### src/rtl/hdlc_inputregister.sv
// ============================================================================
// Module      : hdlc_inputregister
// Description : HDLC receive deserializer. It hunts for flags, removes stuffed
//               zeros, detects aborts and assembles words plus frame delimiters.
// Revision    : 1.0 - initial release
// ============================================================================
`default_nettype none

module hdlc_inputregister #(
    parameter int WORD_W = 16,
    parameter int CNT_W  = 8
) (
    input  logic              clk,
    input  logic              reset,
    input  logic              serin,
    input  logic              bit_en,
    output logic [WORD_W-1:0] data_out,
    output logic              data_valid,
    output logic              data_first,
    output logic              frame_end,
    output logic              frame_error,
    output logic              abort,
    output logic [CNT_W-1:0]  frame_words,
    output logic              in_frame
);

    localparam int                IDX_W    = $clog2(WORD_W);
    localparam logic [IDX_W-1:0]  IDX_LAST = IDX_W'(WORD_W - 1);
    localparam logic [CNT_W-1:0]  CNT_MAX  = '1;
    localparam logic [2:0]        DL_FULL  = 3'd6;

    localparam logic [0:0] ST_HUNT  = 1'b0;
    localparam logic [0:0] ST_FRAME = 1'b1;

    logic [0:0]        state_q, state_d;
    logic [2:0]        ones_q, ones_d;
    logic [5:0]        dl_q, dl_d;
    logic [2:0]        dl_cnt_q, dl_cnt_d;
    logic [WORD_W-1:0] word_q, word_d;
    logic [IDX_W-1:0]  idx_q, idx_d;
    logic [CNT_W-1:0]  count_q, count_d;
    logic              first_q, first_d;

    logic [WORD_W-1:0] data_out_q, data_out_d;
    logic              data_valid_q, data_valid_d;
    logic              data_first_q, data_first_d;
    logic              frame_end_q, frame_end_d;
    logic              frame_error_q, frame_error_d;
    logic              abort_q, abort_d;
    logic [CNT_W-1:0]  frame_words_q, frame_words_d;

    logic ev_data, ev_bit, ev_flag, ev_abort;
    logic pop, pop_bit;

    // Line bit classification from the running count of consecutive ones
    always_comb begin
        ev_data  = 1'b0;
        ev_bit   = 1'b0;
        ev_flag  = 1'b0;
        ev_abort = 1'b0;
        ones_d   = ones_q;
        if (bit_en) begin
            if (serin) begin
                if (ones_q < 3'd5) begin
                    ev_data = 1'b1;
                    ev_bit  = 1'b1;
                    ones_d  = ones_q + 3'd1;
                end else if (ones_q == 3'd5) begin
                    ones_d = 3'd6;
                end else begin
                    ev_abort = 1'b1;
                    ones_d   = 3'd7;
                end
            end else begin
                ones_d = 3'd0;
                if (ones_q == 3'd6) begin
                    ev_flag = 1'b1;
                end else if (ones_q != 3'd5) begin
                    ev_data = 1'b1;
                end
            end
        end
    end

    always_ff @(posedge clk) begin
        if (reset) begin
            state_q <= ST_HUNT;
        end else begin
            state_q <= state_d;
        end
    end

    always_comb begin
        state_d = state_q;
        if (ev_flag) begin
            state_d = ST_FRAME;
        end else if (ev_abort) begin
            state_d = ST_HUNT;
        end
    end

    always_comb begin
        dl_d          = dl_q;
        dl_cnt_d      = dl_cnt_q;
        pop           = 1'b0;
        pop_bit       = dl_q[0];
        word_d        = word_q;
        idx_d         = idx_q;
        count_d       = count_q;
        first_d       = first_q;
        data_out_d    = data_out_q;
        data_valid_d  = 1'b0;
        data_first_d  = 1'b0;
        frame_end_d   = 1'b0;
        frame_error_d = 1'b0;
        abort_d       = 1'b0;
        frame_words_d = frame_words_q;

        // The six-bit delay line holds back the leading 0 and five 1s of a
        // potential flag so they never reach the assembler.
        if (ev_flag || ev_abort) begin
            dl_d     = '0;
            dl_cnt_d = 3'd0;
        end else if (ev_data) begin
            if (dl_cnt_q == DL_FULL) begin
                pop  = 1'b1;
                dl_d = {ev_bit, dl_q[5:1]};
            end else begin
                dl_d[dl_cnt_q] = ev_bit;
                dl_cnt_d       = dl_cnt_q + 3'd1;
            end
        end

        if (ev_flag) begin
            if (state_q == ST_FRAME) begin
                if (idx_q != '0) begin
                    frame_error_d = 1'b1;
                    frame_words_d = count_q;
                end else if (count_q != '0) begin
                    frame_end_d   = 1'b1;
                    frame_words_d = count_q;
                end
            end
            word_d  = '0;
            idx_d   = '0;
            count_d = '0;
            first_d = 1'b1;
        end else if (ev_abort) begin
            abort_d = (state_q == ST_FRAME);
        end else if (pop && state_q == ST_FRAME) begin
            word_d[idx_q] = pop_bit;
            if (idx_q == IDX_LAST) begin
                data_out_d   = word_d;
                data_valid_d = 1'b1;
                data_first_d = first_q;
                first_d      = 1'b0;
                idx_d        = '0;
                count_d      = (count_q == CNT_MAX) ? count_q : count_q + 1'b1;
            end else begin
                idx_d = idx_q + 1'b1;
            end
        end
    end

    always_ff @(posedge clk) begin
        if (reset) begin
            ones_q        <= '0;
            dl_q          <= '0;
            dl_cnt_q      <= '0;
            word_q        <= '0;
            idx_q         <= '0;
            count_q       <= '0;
            first_q       <= 1'b0;
            data_out_q    <= '0;
            data_valid_q  <= 1'b0;
            data_first_q  <= 1'b0;
            frame_end_q   <= 1'b0;
            frame_error_q <= 1'b0;
            abort_q       <= 1'b0;
            frame_words_q <= '0;
        end else begin
            ones_q        <= ones_d;
            dl_q          <= dl_d;
            dl_cnt_q      <= dl_cnt_d;
            word_q        <= word_d;
            idx_q         <= idx_d;
            count_q       <= count_d;
            first_q       <= first_d;
            data_out_q    <= data_out_d;
            data_valid_q  <= data_valid_d;
            data_first_q  <= data_first_d;
            frame_end_q   <= frame_end_d;
            frame_error_q <= frame_error_d;
            abort_q       <= abort_d;
            frame_words_q <= frame_words_d;
        end
    end

    assign data_out    = data_out_q;
    assign data_valid  = data_valid_q;
    assign data_first  = data_first_q;
    assign frame_end   = frame_end_q;
    assign frame_error = frame_error_q;
    assign abort       = abort_q;
    assign frame_words = frame_words_q;
    assign in_frame    = (state_q == ST_FRAME);

endmodule

`default_nettype wire

### config.mk
export PLATFORM = sky130hd
export DESIGN_NAME = hdlc_inputregister
export DESIGN_NICKNAME = d
export VERILOG_FILES = /design/src/rtl/hdlc_inputregister.sv
export SDC_FILE = /design/constraint.sdc
export NUM_CORES = 1
export LEC_CHECK = 0
export CAP_MARGIN = 20
export CORE_ASPECT_RATIO = 1.75
export CORE_UTILIZATION = 45
export CTS_CLUSTER_DIAMETER = 200
export CTS_CLUSTER_SIZE = 28
export DETAILED_ROUTE_END_ITERATION = 8
export PLACE_DENSITY = 0.71
export SLEW_MARGIN = 20
export SYNTH_ARGS = -nofsm -noshare
export SYNTH_HDL_FRONTEND = slang
export SYNTH_SLANG_ARGS = --single-unit
### constraint.sdc
create_clock -name clk -period 1.81 [get_ports clk]
set_input_delay 0.362 -clock clk [delete_from_list [all_inputs] [get_ports clk]]
set_output_delay 0.362 -clock clk [all_outputs]
set_load 0.02 [all_outputs]
==> results.md, run 1 <==
- Sink Count: 70
- Ant diodes: 0
- Root buffer cell: clkbuf_16
- Placed cell area: between 4000 and 5000 um^2
- R2R Setup Slk: -0.16 ns
- CORE AREA: around 7000 um^2
- RR Endpoint: idx_q[0]
- Arrival @ worst endpoint: roughly 2.2 ns
- CP Class: reg -> reg
- Leakage power: roughly 2.0 nW
- Final period utilization: 109%
- End of the worst hold path: dl_q[5]
- Layout cell share with drive strength beyond 1: between 30% and 40%
- Worst-path clk slew: approximately 0.06 ns
- Mean routed wirelength per cell: 17.1 um
- All-Layer GR Usage: 24.4%
- Final instance area: 4910 um^2
- Clk_lat worst skew: 0.34 ns
- HPWL after detailed placement: between 5000 and 6000 um
- Initial Util: 46.2%
- Initial antenna violation count: 0
- Via density: between 5 and 6
- Most common cell after layout, fill and taps aside: dfxtp_1
- Placer Congestion: about 0.85
- Mean Syn Cell Area: roughly 9.0 um^2
- Final wirelength: 9380 um
- Outcome: complete, but fails checks
- Detailed-route DRC error count: 0
- Die width: approximately 67 um
- CTS max path bufs: 2
- Ys flop type: dfxtp_1
- Buffers added on ports: 33
- Nets@finish: 471
- Syn Inst Count: around 370
- Worst Hold Launch: dl_q[5]
- Final Hold Vio Count: 0
- Max transition margin: 56.7%
- Netlist Area Pre-Place: between 3000 and 4000 um^2
- IO Pins: 34
- Worst hold path cell count: 2
- Violated checks: setup timing
- FF-to-FF path depth: 8
- Max Cap Violations: 0
- DRT iter0 DRCs: roughly 250
- Clock skew: approximately 0.0070 ns
- Die height: roughly 120 um
- Register area share after synthesis: 42.2%
- CP max FO: 6
- Post-synth EDFFs: 0
- First-pass GRT wire length: between 10000 and 15000 um
- Worst slew pin tran: approximately 0.65 ns
- Post-layout util: between 60% and 70%
- Final Slew Violations: 0
- Detailed Routing Iterations Pass 1: 5
- Most frequent cells in the layout: 65 x dfxtp_1, 54 x buf_4, 41 x nor2_1
- Hold Crit Class: reg -> reg
- Total Power: 3.76 mW
- Htree depth: 3
- Final TNS setup: -2.37 ns
- Final worst setup slack: -0.162 ns
- Yosys reg bits: 70
- CTS tree: done
- Critical Path Sink Type: flop
- Number of global-route vias before repair: between 3000 and 4000
- Detail Route Antenna Nets: 0
- Unrepaired setup endpoints after global routing: yes
- Grt total ovfl: 0
- F_max: just over 500 MHz
- Die area: about 7700 um^2
- Syn-to-layout area delta: 48.1%
- Row cnt: between 40 and 50
- CTS Hold Bufs: 0
- Synth warnings: 0
- Post-synth cell types: 55
- CTS buffer count: 9
- Tmin final: between 1.5 and 2 ns
- Post-synth ARST share: 0%
- P per Cell Area: ~770 nW/um^2
- VDD IR max: 684 uV
- Final setup viols: 44
- Mapped Nets: around 380
- R2r startpoint: ones_q[1]
- Startpoint Class: flop
- Worst Path Required: between 2 and 2.5 ns
- Maximum number of pins on one net before global-route repair: 19
- Vias: about 3100
cell families after synthesis:
family,after synthesis,share of synthesized area [%]
compound gates,82,17.7
xor+xnor,3,0.792
fa+ha+maj,11,4.15
buf+inv,32,5.85
flops,70,42.2
mux,27,8.15
simple gates,143,21.1
per-stage QoR:
step / cells / worst slack (ns) / hold WS, ns
5_1_grt: 547 / -0.206 / 0.520
3_5_place_dp: 516 / -0.435 / 0.459
4_1_cts: 544 / -0.0943 / 0.477
2_1_floorplan: 368 / -0.0202 / 0.431
6_report: 547 / -0.162 / 0.492
3_3_place_gp: 516 / -0.408 / 0.458
power by group:
part	leakage, nW	switching, mW	internal [mW]
logic	1.28	0.153	0.123
clock network	0.154	0.670	1.24
registers	0.567	0.0251	1.56
worst max-delay path, stage by stage (launching register included):
cell and delay [ns]:
dfxtp_2 0.33, buf_6 0.12, ha_4 0.15, o21a_4 0.21, o22a_4 0.26, nor2_4 0.26
clkbuf_16 0.24, nand3_1 0.12, a21oi_1 0.19
registers in the layout (all words and copies together) (netlist names):
name and flops:
dl_q 6, idx_q 4, frame_words 8, ones_q 3, frame_end 1, dl_cnt_q 3
data_first 1, word_q 15, first_q 1, in_frame 1, data_valid 1, data_out 16
abort 1, frame_error 1, count_q 8
how the worst max path moves through the flow:
stage                    start             end  slack, ns  cells after the start
floorplan            ones_q[1]    data_out[10]      -0.02                      8
global placement         serin      count_q[3]      -0.41                      7
detailed placement      bit_en     data_out[7]      -0.44                      7
CTS                 count_q[0]  frame_words[6]      -0.09                      8
global route         ones_q[1]        idx_q[0]      -0.21                      8
finish               ones_q[1]        idx_q[0]      -0.16                      8
repair_timing:
action	4_1_cts	5_1_grt
gates cloned	3	2
gates resized for setup	45	57
buffers inserted	9	1
setup endpoints to repair	59	59
pin swaps	16	26
per-layer routing:
layer / track usage (%) / vias to the layer above / part of all wire [%]
met4: 10.4 / 0 / 3.3
met5: 0 / - / 0
met3: 5.51 / 26 / 3.6
met2: 46.2 / 84 / 56
li1: - / 1493 / -
met1: 24.6 / 1542 / 37
synth_stat cells, drive strengths merged (5+ instances only):
cell type	number	area, um^2
o21ai	8	40.0
a21oi	15	75.1
nand3	6	30.0
nand2	40	150
ha	11	138
nor3	9	56.3
dfxtp	70	1400
clkbuf	10	47.5
buf	12	104
nor2	55	209
mux2i	27	270
inv	9	33.8
o211ai	5	42.5
a211oi	29	218
final cells by class:
cell class / count / area, um^2
clock inverters: 6 / 85.1
inverters: 9 / 33.8
fillers: 550 / 2270
flip-flops and latches: 70 / 1410
well taps: 86 / 108
multi-input cells: 266 / 2090
repair buffers: 100 / 950
clock buffers: 10 / 239
Note: power is estimated with default switching activity, not from simulation.
==> run 2, diff against run 1 <==
--- a/config.mk
+++ b/config.mk
@@ -6,12 +6,12 @@
 export NUM_CORES = 1
 export LEC_CHECK = 0
 export CAP_MARGIN = 20
-export CORE_ASPECT_RATIO = 1.75
+export CORE_ASPECT_RATIO = 1.25
 export CORE_UTILIZATION = 45
 export CTS_CLUSTER_DIAMETER = 200
 export CTS_CLUSTER_SIZE = 28
 export DETAILED_ROUTE_END_ITERATION = 8
-export PLACE_DENSITY = 0.71
+export PLACE_DENSITY = 0.66
 export SLEW_MARGIN = 20
 export SYNTH_ARGS = -nofsm -noshare
 export SYNTH_HDL_FRONTEND = slang
==> constraint.sdc (replaced) <==
create_clock -name clk -period 2.4 [get_ports clk]
set_input_delay 0.48 -clock clk [delete_from_list [all_inputs] [get_ports clk]]
set_output_delay 0.48 -clock clk [all_outputs]
set_load 0.02 [all_outputs]
==> results.md, run 2 (synthesized netlist as in run 1, its figures left out) <==
- Final Slew Violations: 0
- Leakage power: roughly 1.5 nW
- Root buffer cell: clkbuf_8
- CTS Hold Bufs: 0
- Hold Crit Class: reg -> reg
- HPWL after detailed placement: a little under 5000 um
- Vias: 2688
- Initial antenna violation count: 0
- Htree depth: 3
- Buffers added on ports: 33
- Metal2 WL: 3120 um
- F_max: roughly 470 MHz
- Arrival @ worst endpoint: between 2 and 2.5 ns
- Worst slew pin tran: approximately 0.67 ns
- Final period utilization: approximately 88%
- CTS buffer count: 9
- Syn-to-layout area delta: 19.4%
- Met1 wire length: roughly 3300 um
- Layout cell share with drive strength beyond 1: 11.4%
- Placer Congestion: 0.812
- Grt total ovfl: 0
- Most frequent cells in the layout: 70 x dfxtp_1, 54 x nor2_1, 40 x nand2_1
- Max FFs per register: 16
- P per Cell Area: between 500 and 600 nW/um^2
- Most common cell after layout, fill and taps aside: dfxtp_1
- Detail Route Antenna Nets: 0
- Mean routed wirelength per cell: 13.3 um
- Worst Path Required: ~2.6 ns
- Via density: 5.37
- Final worst setup slack: between 0.2 and 0.3 ns
- Outcome: complete, no violations
- CTS resizes: 0
- Final TNS setup: 0 ns
- Clock skew: just over 0.01 ns
- All-Layer GR Usage: between 10% and 20%
- Placed cell area: between 3000 and 4000 um^2
- CTS tree: done
- Initial Util: a little under half
- CP max FO: 11
- Unrepaired setup endpoints after global routing: no
- Total Power: approximately 2.3 mW
- First-pass GRT wire length: about 11000 um
- Clk_lat worst skew: approximately 0.34 ns
- Number of global-route vias before repair: 2361
- Max transition margin: 55.6%
- Final wirelength: 6670 um
- Die area: 7720 um^2
- Place WS: 0.0136 ns
- Max Cap Violations: 0
- Worst-path clk slew: approximately 0.070 ns
- Final setup viols: 0
- Detailed Routing Iterations Pass 1: 4
- # Post-CTS Setup Buffers: 0
- Nets@finish: between 400 and 500
- IO Pins: 34
- Die width: between 70 and 80 um
- Top sig layer: met4
- Maximum number of pins on one net before global-route repair: 33
- Critical Path Sink Type: flop
- Ant diodes: 0
- Met3 WL: around 180 um
- Final Hold Vio Count: 0
- Detailed-route DRC error count: 0
- CORE AREA: around 7100 um^2
- Sink Count: 70
- Hold Slack: between 0.4 and 0.5 ns
- DRT iter0 DRCs: between 80 and 90
- Die height: around 100 um
- VDD IR max: approximately 330 uV
- Row cnt: 34
- CP Class: reg -> reg
- CTS max path bufs: 2
- Startpoint Class: flop
- Final instance area: about 4000 um^2
- Tmin final: around 2.1 ns
run 2: changes by cell type in the layout (fill, tap and decap cells not counted), sizes merged:
cell	change
dlygate4sd2	-2
buf	-47
clkinv	-1
clkdlybuf4s50	+2
clkinvlp	+1
clkbuf	-3
run 2: stage by stage:
| step | util [%] | instances |
|---|---|---|
| after floorplan | - | 368 |
| after global placement | 53.1 | 486 |
| after detailed placement | 53.1 | 486 |
| after CTS | 56.1 | 501 |
| after global routing | 56.1 | 501 |
| final | 56.1 | 501 |
run 2: critical path: stages (launching register included):
cell	delay [ns]
dfxtp_1	0.45
inv_1	0.07
ha_1	0.23
o21a_1	0.21
o22a_4	0.27
nor4_4	0.26
buf_4	0.21
a21oi_1	0.08
a31o_2	0.21
run 2: path summary, 6_finish.rpt:
path / startpoint / endpoint / slack, ns / cells after the start
max reg2reg: ones_q[0] / count_q[2] / 0.29 / 8
max: ones_q[0] / count_q[2] / 0.29 / 8
min: first_q / data_first / 0.47 / 1
min reg2reg: first_q / data_first / 0.47 / 1
run 2: cell type report:
type                    instances  area (um^2)
fillers                       657         3100
multi-input cells             266         1720
flip-flops and latches         70         1400
repair buffers                 51          478
clock buffers                   9          124
well taps                      90          113
clock inverters                 6         87.6
inverters                       9         33.8
run 2: power breakdown:
| group | leakage (nW) | switching [mW] | internal [mW] |
|---|---|---|---|
| combinational | 0.880 | 0.0716 | 0.0525 |
| clock | 0.0973 | 0.435 | 0.577 |
| sequential | 0.565 | 0.0260 | 1.17 |
| total | 1.54 | 0.532 | 1.80 |
run 2: routing by layer:
metal  GRT usage, %  vias to the layer above
met5              0                        -
met4           10.3                        0
met2           28.5                       47
met1           25.0                     1240
li1               -                     1393
met3           2.80                        8
==> run 3, diff against run 2 <==
--- a/config.mk
+++ b/config.mk
@@ -11,7 +11,9 @@
 export CTS_CLUSTER_DIAMETER = 200
 export CTS_CLUSTER_SIZE = 28
 export DETAILED_ROUTE_END_ITERATION = 8
+export MAX_ROUTING_LAYER = met4
 export PLACE_DENSITY = 0.66
+export SETUP_SLACK_MARGIN = 0.1
 export SLEW_MARGIN = 20
 export SYNTH_ARGS = -nofsm -noshare
 export SYNTH_HDL_FRONTEND = slang
==> results.md, run 3 (synthesized netlist as in run 1, its figures left out) <==
- Outcome: complete, no violations
- Worst path bufs/invs: 2
- Mean routed wirelength per cell: roughly 13 um
- Crit-path slowest cell: dfxtp_1
- Placed Instances: 486
- Tmin final: about 2.1 ns
- CTS resizes: 0
- Die area: a little under 8000 um^2
- Ant diodes: 0
- Max FFs per register: 16
- Root buffer cell: clkbuf_8
- Detailed Routing Iterations Pass 1: 4
- Clk_lat worst skew: 0.35 ns
- Layout cell share with drive strength beyond 1: a little under an eighth
- Most common cell after layout, fill and taps aside: dfxtp_1
- HPWL after detailed placement: just under 5000 um
- Total Power: approximately 2.3 mW
- CP Class: reg -> reg
- Most frequent cells in the layout: 70 x dfxtp_1, 54 x nor2_1, 40 x nand2_1
- F_max: 474 MHz
- Worst-path clk slew: around 0.070 ns
- Initial Util: between 40% and 50%
- Maximum number of pins on one net before global-route repair: 33
- Detail Route Antenna Nets: 0
- Sink Count: 70
- Initial antenna violation count: 0
- P per Cell Area: approximately 590 nW/um^2
- Die width: slightly below 80 um
- Worst slew pin tran: 0.665 ns
- Final period utilization: 87.9%
- Startpoint Class: flop
- Nets@finish: around 420
- Hold Slack: around 0.47 ns
- Place WS: about 0.014 ns
- Placer Congestion: 0.824
- CTS Hold Bufs: 0
- CTS max path bufs: 2
- Top delay family on crit path: compound AO/OA/AOI/OAI gates
- CP max FO: 11
- Leakage power: around 1.5 nW
- Worst Path Required: 2.65 ns
- Hold Crit Class: reg -> reg
- Detailed-route DRC error count: 0
- Crit-path cells: inv_1 > ha_1 > o21a_1 > o22a_4 > nor4_4 > buf_4 > a21oi_1 > a31o_2
- Htree depth: 3
- First-pass GRT wire length: ~11000 um
- Arrival @ worst endpoint: 2.36 ns
- Max transition margin: a little under three fifths
- VDD IR max: ~330 uV
- Filler cell count: between 600 and 700
- Die height: 98.0 um
- Vias: 2671
- Final std cells w/o fill: between 500 and 600
- Seq. cell area: around 1400 um^2
- Final Hold Vio Count: 0
- Max Cap Violations: 0
- Post-layout util: 56.1%
- Unrepaired setup endpoints after global routing: no
- Final instance area: 3960 um^2
- All-Layer GR Usage: between 10% and 20%
- Number of global-route vias before repair: approximately 2400
- Critical Path Sink Type: flop
- # Post-CTS Setup Buffers: 0
- Final wirelength: approximately 6700 um
- DRT iter0 DRCs: about 80
- CORE AREA: slightly above 7000 um^2
- Final setup viols: 0
- Clock skew: approximately 0.010 ns
- CTS buffer count: 9
- Area taken by multi-input logic gates: 1720 um^2
- Via density: 5.33
- Syn-to-layout area delta: 19.4%
- Buffers added on ports: 33
- Row cnt: 34
- IO Pins: 34
- Final TNS setup: 0 ns
- Final Slew Violations: 0
- CTS tree: done
- Final worst setup slack: 0.289 ns
- Grt total ovfl: 0
- Crit path largest cell delay: around 0.46 ns
- Placed cell area: between 3000 and 4000 um^2
==> run 3: cell counts in the layout (fill, tap and decap cells not counted) <==
Identical to the previous run, type by type.
==> run 3: layer usage <==
metal | routed length [um] | vias to the layer above | GRT usage [%]
met4 | 107 | 0 | 10.3
met1 | 3280 | 1230 | 25.0
met2 | 3160 | 40 | 28.5
met3 | 174 | 6 | 2.80
met5 | 0 | - | -
li1 | - | 1395 | -
==> run 3: report_power, final <==
group | internal (mW) | switching [mW]
Combinational | 0.0525 | 0.0716
Clock | 0.576 | 0.442
Sequential | 1.17 | 0.0260
==> run 3: final timing paths <==
kind | from | to | slack (ns) | cells after the start
setup / recovery | ones_q[0] | count_q[2] | 0.29 | 8
hold / removal | first_q | data_first | 0.47 | 1
setup reg to reg | ones_q[0] | count_q[2] | 0.29 | 8
hold reg to reg | first_q | data_first | 0.47 | 1
==> run 3: area by class of cell <==
type                       instances  area share (%)
clock buffer                       9            3.13
timing repair buffer              51            12.1
inverter                           9           0.853
clock inverter                     6            2.21
sequential                        70            35.4
multi-input combinational        266            43.5
tap                               90            2.84
